[src/rtl/uart_rx_fifo_if.sv]
// Bundle of receiver, consumer and status signals for uart_rx_fifo.
// ADDR_W must match the ADDR_W of the attached uart_rx_fifo instance.
interface uart_rx_fifo_if #(
  parameter int unsigned ADDR_W = 3
);
  logic              rx_rdy;
  logic [7:0]        rx_data;
  logic [3:0]        char_size;
  logic              rd_en;
  logic              ovr_clr;
  logic [7:0]        rd_data;
  logic              empty;
  logic              full;
  logic [ADDR_W:0]   count;
  logic              overrun;

  // Master: receiver plus consumer side that drives the FIFO.
  modport master (
    output rx_rdy, rx_data, char_size, rd_en, ovr_clr,
    input  rd_data, empty, full, count, overrun
  );

  // Slave: the FIFO itself.
  modport slave (
    input  rx_rdy, rx_data, char_size, rd_en, ovr_clr,
    output rd_data, empty, full, count, overrun
  );
endinterface

[src/rtl/uart_rx_fifo.sv]
// Receive FIFO behind a UART receiver: synchronizes the receiver's ready flag,
// pushes one masked character per rising edge of that flag, and lets a
// consumer pop bytes through a registered read port. Overflow is sticky.
module uart_rx_fifo #(
  parameter int unsigned DEPTH  = 8,
  parameter int unsigned ADDR_W = 3
) (
  input logic           clk,
  input logic           rst,
  uart_rx_fifo_if.slave bus
);

  localparam logic [ADDR_W:0]   DepthCnt = (ADDR_W + 1)'(DEPTH);
  localparam logic [ADDR_W-1:0] PtrOne   = ADDR_W'(1);

  logic                s1_q, s2_q, s3_q;
  logic                rx_edge;
  logic [7:0]          char_mask;
  logic [7:0]          push_data;

  logic [7:0]          mem_q [DEPTH];
  logic [ADDR_W-1:0]   wr_ptr_q, wr_ptr_d;
  logic [ADDR_W-1:0]   rd_ptr_q, rd_ptr_d;
  logic [ADDR_W:0]     count_q, count_d;
  logic                ovr_q, ovr_d;
  logic [7:0]          rd_data_q, rd_data_d;

  logic                empty, full;
  logic                pop_ok, push_ok, drop;

  // Synchronizer and history flop; they reset to 1 so a receiver that idles
  // ready (or is held high through reset) never looks like a fresh edge.
  always_ff @(posedge clk) begin
    if (rst) begin
      s1_q <= 1'b1;
      s2_q <= 1'b1;
      s3_q <= 1'b1;
    end else begin
      s1_q <= bus.rx_rdy;
      s2_q <= s1_q;
      s3_q <= s2_q;
    end
  end

  assign rx_edge = s2_q & ~s3_q;

  // Bits above the configured width are zeroed; out-of-range widths mean 8.
  always_comb begin
    char_mask = 8'hFF;
    case (bus.char_size)
      4'd5:    char_mask = 8'h1F;
      4'd6:    char_mask = 8'h3F;
      4'd7:    char_mask = 8'h7F;
      default: char_mask = 8'hFF;
    endcase
  end

  assign push_data = bus.rx_data & char_mask;

  assign empty = (count_q == '0);
  assign full  = (count_q == DepthCnt);

  // A pop while full frees the slot the simultaneous push lands in.
  assign pop_ok  = bus.rd_en & ~empty;
  assign push_ok = rx_edge & (~full | pop_ok);
  assign drop    = rx_edge & full & ~pop_ok;

  // Next-state for pointers, occupancy, read register and sticky overrun.
  always_comb begin
    wr_ptr_d  = wr_ptr_q;
    rd_ptr_d  = rd_ptr_q;
    count_d   = count_q;
    rd_data_d = rd_data_q;
    ovr_d     = ovr_q;

    if (push_ok) begin
      wr_ptr_d = wr_ptr_q + PtrOne;
    end
    if (pop_ok) begin
      rd_ptr_d  = rd_ptr_q + PtrOne;
      rd_data_d = mem_q[rd_ptr_q];
    end

    case ({push_ok, pop_ok})
      2'b10:   count_d = count_q + 1'b1;
      2'b01:   count_d = count_q - 1'b1;
      default: count_d = count_q;
    endcase

    // Set beats clear when both happen together.
    if (drop) begin
      ovr_d = 1'b1;
    end else if (bus.ovr_clr) begin
      ovr_d = 1'b0;
    end
  end

  // Control state; reset overrides every other update.
  always_ff @(posedge clk) begin
    if (rst) begin
      wr_ptr_q  <= '0;
      rd_ptr_q  <= '0;
      count_q   <= '0;
      rd_data_q <= 8'h00;
      ovr_q     <= 1'b0;
    end else begin
      wr_ptr_q  <= wr_ptr_d;
      rd_ptr_q  <= rd_ptr_d;
      count_q   <= count_d;
      rd_data_q <= rd_data_d;
      ovr_q     <= ovr_d;
    end
  end

  // Storage array; contents are left as-is on reset since count gates reads.
  always_ff @(posedge clk) begin
    if (!rst && push_ok) begin
      mem_q[wr_ptr_q] <= push_data;
    end
  end

  assign bus.rd_data = rd_data_q;
  assign bus.empty   = empty;
  assign bus.full    = full;
  assign bus.count   = count_q;
  assign bus.overrun = ovr_q;

endmodule

[src/flat_wrapper.sv]
// flat-port wrapper written by rule: the top's interface ports become plain ports
module uart_rx_fifo_flat 
#(
  parameter int unsigned DEPTH  = 8,
  parameter int unsigned ADDR_W = 3
)
  (clk, rst, bus_rx_rdy, bus_rx_data, bus_char_size, bus_rd_en, bus_ovr_clr, bus_rd_data, bus_empty, bus_full, bus_count, bus_overrun);
  uart_rx_fifo_if #(.ADDR_W(ADDR_W)) bus_i ();
  input logic clk;
  input logic rst;
  input wire logic [$bits(bus_i.rx_rdy)-1:0] bus_rx_rdy;
  input wire logic [$bits(bus_i.rx_data)-1:0] bus_rx_data;
  input wire logic [$bits(bus_i.char_size)-1:0] bus_char_size;
  input wire logic [$bits(bus_i.rd_en)-1:0] bus_rd_en;
  input wire logic [$bits(bus_i.ovr_clr)-1:0] bus_ovr_clr;
  output wire logic [$bits(bus_i.rd_data)-1:0] bus_rd_data;
  output wire logic [$bits(bus_i.empty)-1:0] bus_empty;
  output wire logic [$bits(bus_i.full)-1:0] bus_full;
  output wire logic [$bits(bus_i.count)-1:0] bus_count;
  output wire logic [$bits(bus_i.overrun)-1:0] bus_overrun;
  assign bus_i.rx_rdy = bus_rx_rdy;
  assign bus_i.rx_data = bus_rx_data;
  assign bus_i.char_size = bus_char_size;
  assign bus_i.rd_en = bus_rd_en;
  assign bus_i.ovr_clr = bus_ovr_clr;
  assign bus_rd_data = bus_i.rd_data;
  assign bus_empty = bus_i.empty;
  assign bus_full = bus_i.full;
  assign bus_count = bus_i.count;
  assign bus_overrun = bus_i.overrun;
  uart_rx_fifo #(.DEPTH(DEPTH), .ADDR_W(ADDR_W)) u_core (.clk(clk), .rst(rst), .bus(bus_i));
endmodule
[config.mk]
export PLATFORM = sky130hd
export DESIGN_NAME = uart_rx_fifo_flat
export DESIGN_NICKNAME = d
export VERILOG_FILES = /design/src/rtl/uart_rx_fifo_if.sv /design/src/rtl/uart_rx_fifo.sv /design/src/flat_wrapper.sv
export SDC_FILE = /design/constraint.sdc
export NUM_CORES = 1
export LEC_CHECK = 0
export ABC_AREA = 1
export ABC_CLOCK_PERIOD_IN_PS = 5800
export CAP_MARGIN = 40
export CORE_MARGIN = 2
export CORE_UTILIZATION = 40
export CTS_BUF_LIST = sky130_fd_sc_hd__clkbuf_4
export CTS_CLUSTER_SIZE = 10
export DETAILED_ROUTE_END_ITERATION = 7
export MAX_ROUTING_LAYER = met4
export SYNTH_ARGS = -nofsm -noshare
export SYNTH_HDL_FRONTEND = slang
export SYNTH_SLANG_ARGS = --single-unit
[constraint.sdc]
create_clock -name clk -period 5.8 [get_ports clk]
set_input_delay 0.58 -clock clk [delete_from_list [all_inputs] [get_ports clk]]
set_output_delay 0.58 -clock clk [all_outputs]
set_load 0.01 [all_outputs]
# [Word level (Yosys, flattened, before mapping)]
# Memory sizes are Yosys's and may differ from the RTL's. A register that Yosys moved wholly into a read port is not among the register bits.
# Cells that the tools add are included.
[totals] output_inout_bits=15 wordCells=40 ramBits=64 romBits=0 latch_bits=0 reg_bits=14 input_bits=17 mem_count=1
[classes] shifts=0 n_div=0 mux=6 n_lt_le_gt_ge=0 n_eq_ne=6 reduce_logical=5 bitwise_logic=11 multipliers=0 n_addsub=4
[memory_table] memory="u_core.mem_q" words=8 word_bits=8 rd=1 rd_ports_with_merged_regs=1 wr=1 line="uart_rx_fifo.sv:21" rtl="logic [7:0] mem_q [DEPTH];"
[op_table] operator="$pmux W8 S3" count=1
[op_table] operator="$eq A4 B3 Y1 const B" count=3
[op_table] operator="$and A8 B8 Y8" count=1
[op_table] operator="$pmux W4 S2" count=1
[op_table] operator="$add A3 B1 Y3 const B" count=2
[op_table] operator="$and A1 B1 Y1" count=5
[op_table] operator="$add A4 B1 Y4 const B" count=1
[op_table] operator="$eq A4 B4 Y1 const B" count=1
[op_table] operator="$logic_not A4 Y1" count=1
[op_table] operator="$mux W1" count=4
[op_table] operator="$not A1 Y1" count=4
[op_table] operator="$reduce_bool A2 Y1" count=2
[op_table] operator="$sub A4 B1 Y4 const B" count=1
[op_table] operator="$eq A2 B1 Y1 const B" count=1
[op_table] operator="$eq A2 B2 Y1 const B" count=1
[op_table] operator="$logic_and A1 B1 Y1" count=1
[op_table] operator="$logic_not A1 Y1" count=1
[op_table] operator="$or A1 B1 Y1" count=1

# [Depth between registers and ports, before layout]
[logic_depth] ltp_word=8 ltp_mapped=14 ltp_nobuf=14

# [Least setup slack after synthesis]
# OpenSTA, ideal clock, no wires.
[synth_path] kind="input -> register" from="input port bus_rd_en" to="register u_core.count_q[3] (netlist: u_core.bus.count[3])" t_arrival_ns=1.882 path_stages=11 n_path_buf=0 setup_slack_ns=3.847 required_time_ns=5.730 setup_ns=0.070 path_cell_list="inv_1 -> nand2_4 -> nand2_4 -> ha_1 -> ha_1 -> or2_2 -> nand2_1 -> nand3_1 -> nand2_1 -> nand2_1 -> a21oi_1"
[synth_via] elab_chain_len=5 elab_cells_between_ends=7 classes_between="eq/ne (2); mux (1); bitwise (3); reduce/logical (1)"
[synth_lines] element="from (decl)" line="flat_wrapper.sv:14" rtl="input wire logic [$bits(bus_i.rd_en)-1:0] bus_rd_en;"
[synth_lines] element="$and A1 B1 Y1 (*)" line="uart_rx_fifo.sv:64" rtl="assign pop_ok = bus.rd_en & ~empty;"
[synth_lines] element="$or A1 B1 Y1" line="uart_rx_fifo.sv:65" rtl="assign push_ok = rx_edge & (~full | pop_ok);"
[synth_lines] element="$and A1 B1 Y1" line="uart_rx_fifo.sv:65"
[synth_lines] element="$eq A2 B1 Y1 / $eq A2 B2 Y1 (equally long branches)" line="uart_rx_fifo.sv:84" rtl="case ({push_ok, pop_ok})"
[synth_lines] element="$pmux W4 S2 / $reduce_bool A2 Y1 (equally long branches)"
[synth_lines] element="to (signal assigned)" line="uart_rx_fifo.sv:109" rtl="count_q <= count_d;"
[synth_lines] element="to (decl)" line="uart_rx_fifo.sv:24" rtl="logic [ADDR_W:0] count_q, count_d;"
# Mark *: on every way between the ends. The rest lies on a longest branch, timed or not.
# A chain may end at the register's enable or synchronous reset.

# [Worst setup path in the final report]
[layout_path] from="input port rst" to="memory u_core.mem_q[6][3] (enable)"
[layout_via] elab_chain_len=4
[layout_lines] element="from (decl)" line="flat_wrapper.sv:10" rtl="input logic rst;"
[layout_lines] element="$logic_not A1 Y1" line="uart_rx_fifo.sv:117" rtl="if (!rst && push_ok) begin"
[layout_lines] element="$logic_and A1 B1 Y1" line="uart_rx_fifo.sv:117"
[layout_lines] element="$mux W1" line="uart_rx_fifo.sv:117"
[layout_lines] element="$mux W1 (not written as such)" line="uart_rx_fifo.sv:118" rtl="mem_q[wr_ptr_q] <= push_data;"
[layout_lines] element="to (decl)" line="uart_rx_fifo.sv:21"
# No other way between the ends.

==> flow_summary.yaml <==
cells_and_area:
  seq_area_um2: 2362
  fillers: 925
  drive_gt1_share_pct: 7.657
  diodes: 0
  multiInputGateArea_um2: 1082
  final_util_pct: 46.63
  nets: 449
  synthToLayoutAreaGrowth_pct: 13.03
clock_tree:
  clkSlewWorstSetupHoldPaths_ns: 0.13
  cts_sinks: 86
  htree_levels: 3
  postCtsSetupRepairBufs: 0
  cts_resized: 0
  cts_made_buffers: 9
  insertion_delay_ns: 0.44
  holdBufCountCts: 0
  clock-root-buffer: "clkbuf_4"
  cts_tree: "yes"
  clk_path_buf_depth: 2
sta:
  finalCritPeriodShare_pct: 40.82
  hold_viol: 0
  finalMaxSlewViolations: 0
  relSlewSlack_pct: 51.41
  worst_pin_slew_ns: 0.7262
  finalSetupViolations: 0
  rsz0062_at_grt: "no"
  holdWs_ns: 0.4251
  setup_tns_ns: 0
  min_period_ns: 2.368
  fmax_mhz: 422.3
  finClkSkew_ns: 0.009235
run_status:
  outcome: "finished clean"
floorplan:
  die_w_um: 101.9
  design.core.area_um2: 9284
  initial_utilization_pct: 41.25
  die_h_um: 101.9
  rows: 35
  ioPinCount: 32
  die-area_um2: 10370
yosys:
  ys_top_cells_by_area: "edfxtp_1 50%, dfxtp_1 11%, nand2_1 11%"
  syn_area_um2: 3830
  synth_top_area_cell: "edfxtp_1"
  avgSynthCellArea_um2: 9.647
  ys_types: 29
  yosys_warnings: 0
  synth-edff-count: 64
  synth_most_common_cell: "nand2_1"
  ys_seq_area_share_pct: 61.68
  netlist_instances: 397
  synth_common_cells: "108 x nand2_1, 65 x inv_1, 64 x edfxtp_1"
  async_reset_ff_share_pct: 0
  synth.top_cell.area_share_pct: 50.18
  synth_fp_nets: 420
  synth_ff_type: "edfxtp_1"
  ys_ff_latch: 86
critical_path:
  r2r_slack_ns: 3.49
  arrival_ns: 2.45
  required_ns: 5.88
  path_class: "input port to register"
  cp_slowest_cell: "clkdlybuf4s50_1"
  crit_path_cell_trace: "clkdlybuf4s50_1 -> inv_1 -> nand3_1 -> nor2_1"
  path_buf_inv: 2
  cpPeakStageDelay_ns: 0.72
  worstPathMaxFanout: 16
  cp-start-kind: "input port"
  end_kind: "register"
  path_delay_family: "buffers and inverters"
place:
  io_buffers: 31
  gp_congestion: 0.8785
  post-dp-hpwl_um: 5702
power_and_ir_drop:
  ir_worst_vdd_uv: 126.2
  power.density_nw_per_um2: 369.8
  power.leakage_nw: 1.790
detailed_routing:
  wl_per_cell_um: 14.56
  drtPass1Iterations: 4
  post-route-drc-count: 0
  via_per_inst: 4.736
  antenna_left: 0
  first_iter_violations: 156
  vias: 2652
  routed_wl_um: 8156
global_routing:
  grt_first_pass_wirelength_um: 13120
  grt_pass1_vias: 2510
  grt_max_degree: 35
  overflow: 0
  antenna_found_initial: 0
  grtUsageTotal_pct: 17.75
min_path:
  min_path_type: "register to register"
flow_run:
  drv_cap: 0
[state kept, by name, indices dropped and copies added (netlist names)]
signal,flops
u_core.wr_ptr_q,3
u_core.rd_ptr_q,3
u_core.bus.rd_data,8
u_core.s3_q,1
u_core.bus.overrun,1
u_core.s1_q,1
u_core.s2_q,1
u_core.bus.count,4
u_core.mem_q,64
[cells by family after synthesis]
logic type / after synthesis / share of synthesized area, %
fa+ha+maj: 6 / 2.156
simple gates: 194 / 22.31
xor+xnor: 2 / 0.4575
buf+inv: 84 / 10.06
compound gates: 25 / 3.332
flops: 86 / 61.68
[power by group]
part / internal, W / leakage, nW / switching (W)
clock network: 0.000134 / 0.0662 / 0.000201
logic: 0.000203 / 0.967 / 0.000303
registers: 0.000698 / 0.756 / 0.0000609
[per-layer routing]
layer / up-vias / wire (um) / track usage [%] / share of wire [%]
li1: 1330 / - / - / -
met4: 0 / 191 / 9.026 / 2.3
met5: - / 0 / - / 0
met1: 1231 / 3727 / 23.90 / 46
met2: 75 / 3818 / 25.96 / 47
met3: 16 / 418 / 3.010 / 5.1
[layout make-up]
class / instances / area share (%)
inverter: 70 / 6.185
timing repair buffer: 32 / 7.341
multi-input combinational: 227 / 25.00
sequential: 86 / 54.57
tap: 129 / 3.728
clock buffer: 10 / 1.734
clock inverter: 6 / 1.445
[worst paths after layout]
kind | end | cells past startpoint | start
setup reg to reg | u_core.bus.count[3]$_SDFFE_PP0P_ | 12 | u_core.bus.count[0]$_SDFFE_PP0P_
hold / removal | u_core.s2_q$_SDFF_PP1_ | 1 | u_core.s1_q$_SDFF_PP1_
hold reg to reg | u_core.s2_q$_SDFF_PP1_ | 1 | u_core.s1_q$_SDFF_PP1_
setup / recovery | u_core.mem_q[6][3]$_DFFE_PP_ | 4 | rst
[cell usage in the layout (no fill, tap or decap), drive strengths merged]
master / instances
a21oi: 16
buf: 1
bufinv: 1
clkbuf: 10
clkdlybuf4s50: 31
clkinv: 3
clkinvlp: 3
dfxtp: 22
edfxtp: 64
fa: 1
ha: 5
inv: 69
nand2: 112
nand3: 55
nand3b: 1
nor2: 21
nor3: 1
o21a: 1
o21ai: 8
or2: 4
xnor2: 1
xor2: 1
[metrics by stage]
stage          setup WS, ns  area [um^2]  total power (W)  instances
3_5_place_dp          2.973         4192         0.001284        544
5_1_grt               3.267         4329         0.001712        560
6_report              3.432         4329         0.001601        560
4_1_cts               3.447         4329         0.001614        560
2_1_floorplan         3.847         3830         0.001131        397
3_3_place_gp          3.052         4192         0.001277        544
[worst reg2reg max path, delay by kind of cell (launching register included)]
family / cells / cell delay [ns]
DFF: 1 / 0.37
and+or+nand+nor: 8 / 1.03
AOI/OAI and AO/OA: 1 / 0.12
adders and majority gates: 2 / 0.58
buffers and inverters: 1 / 0.15
No activity file was read; power rests on OpenSTA's default activity.
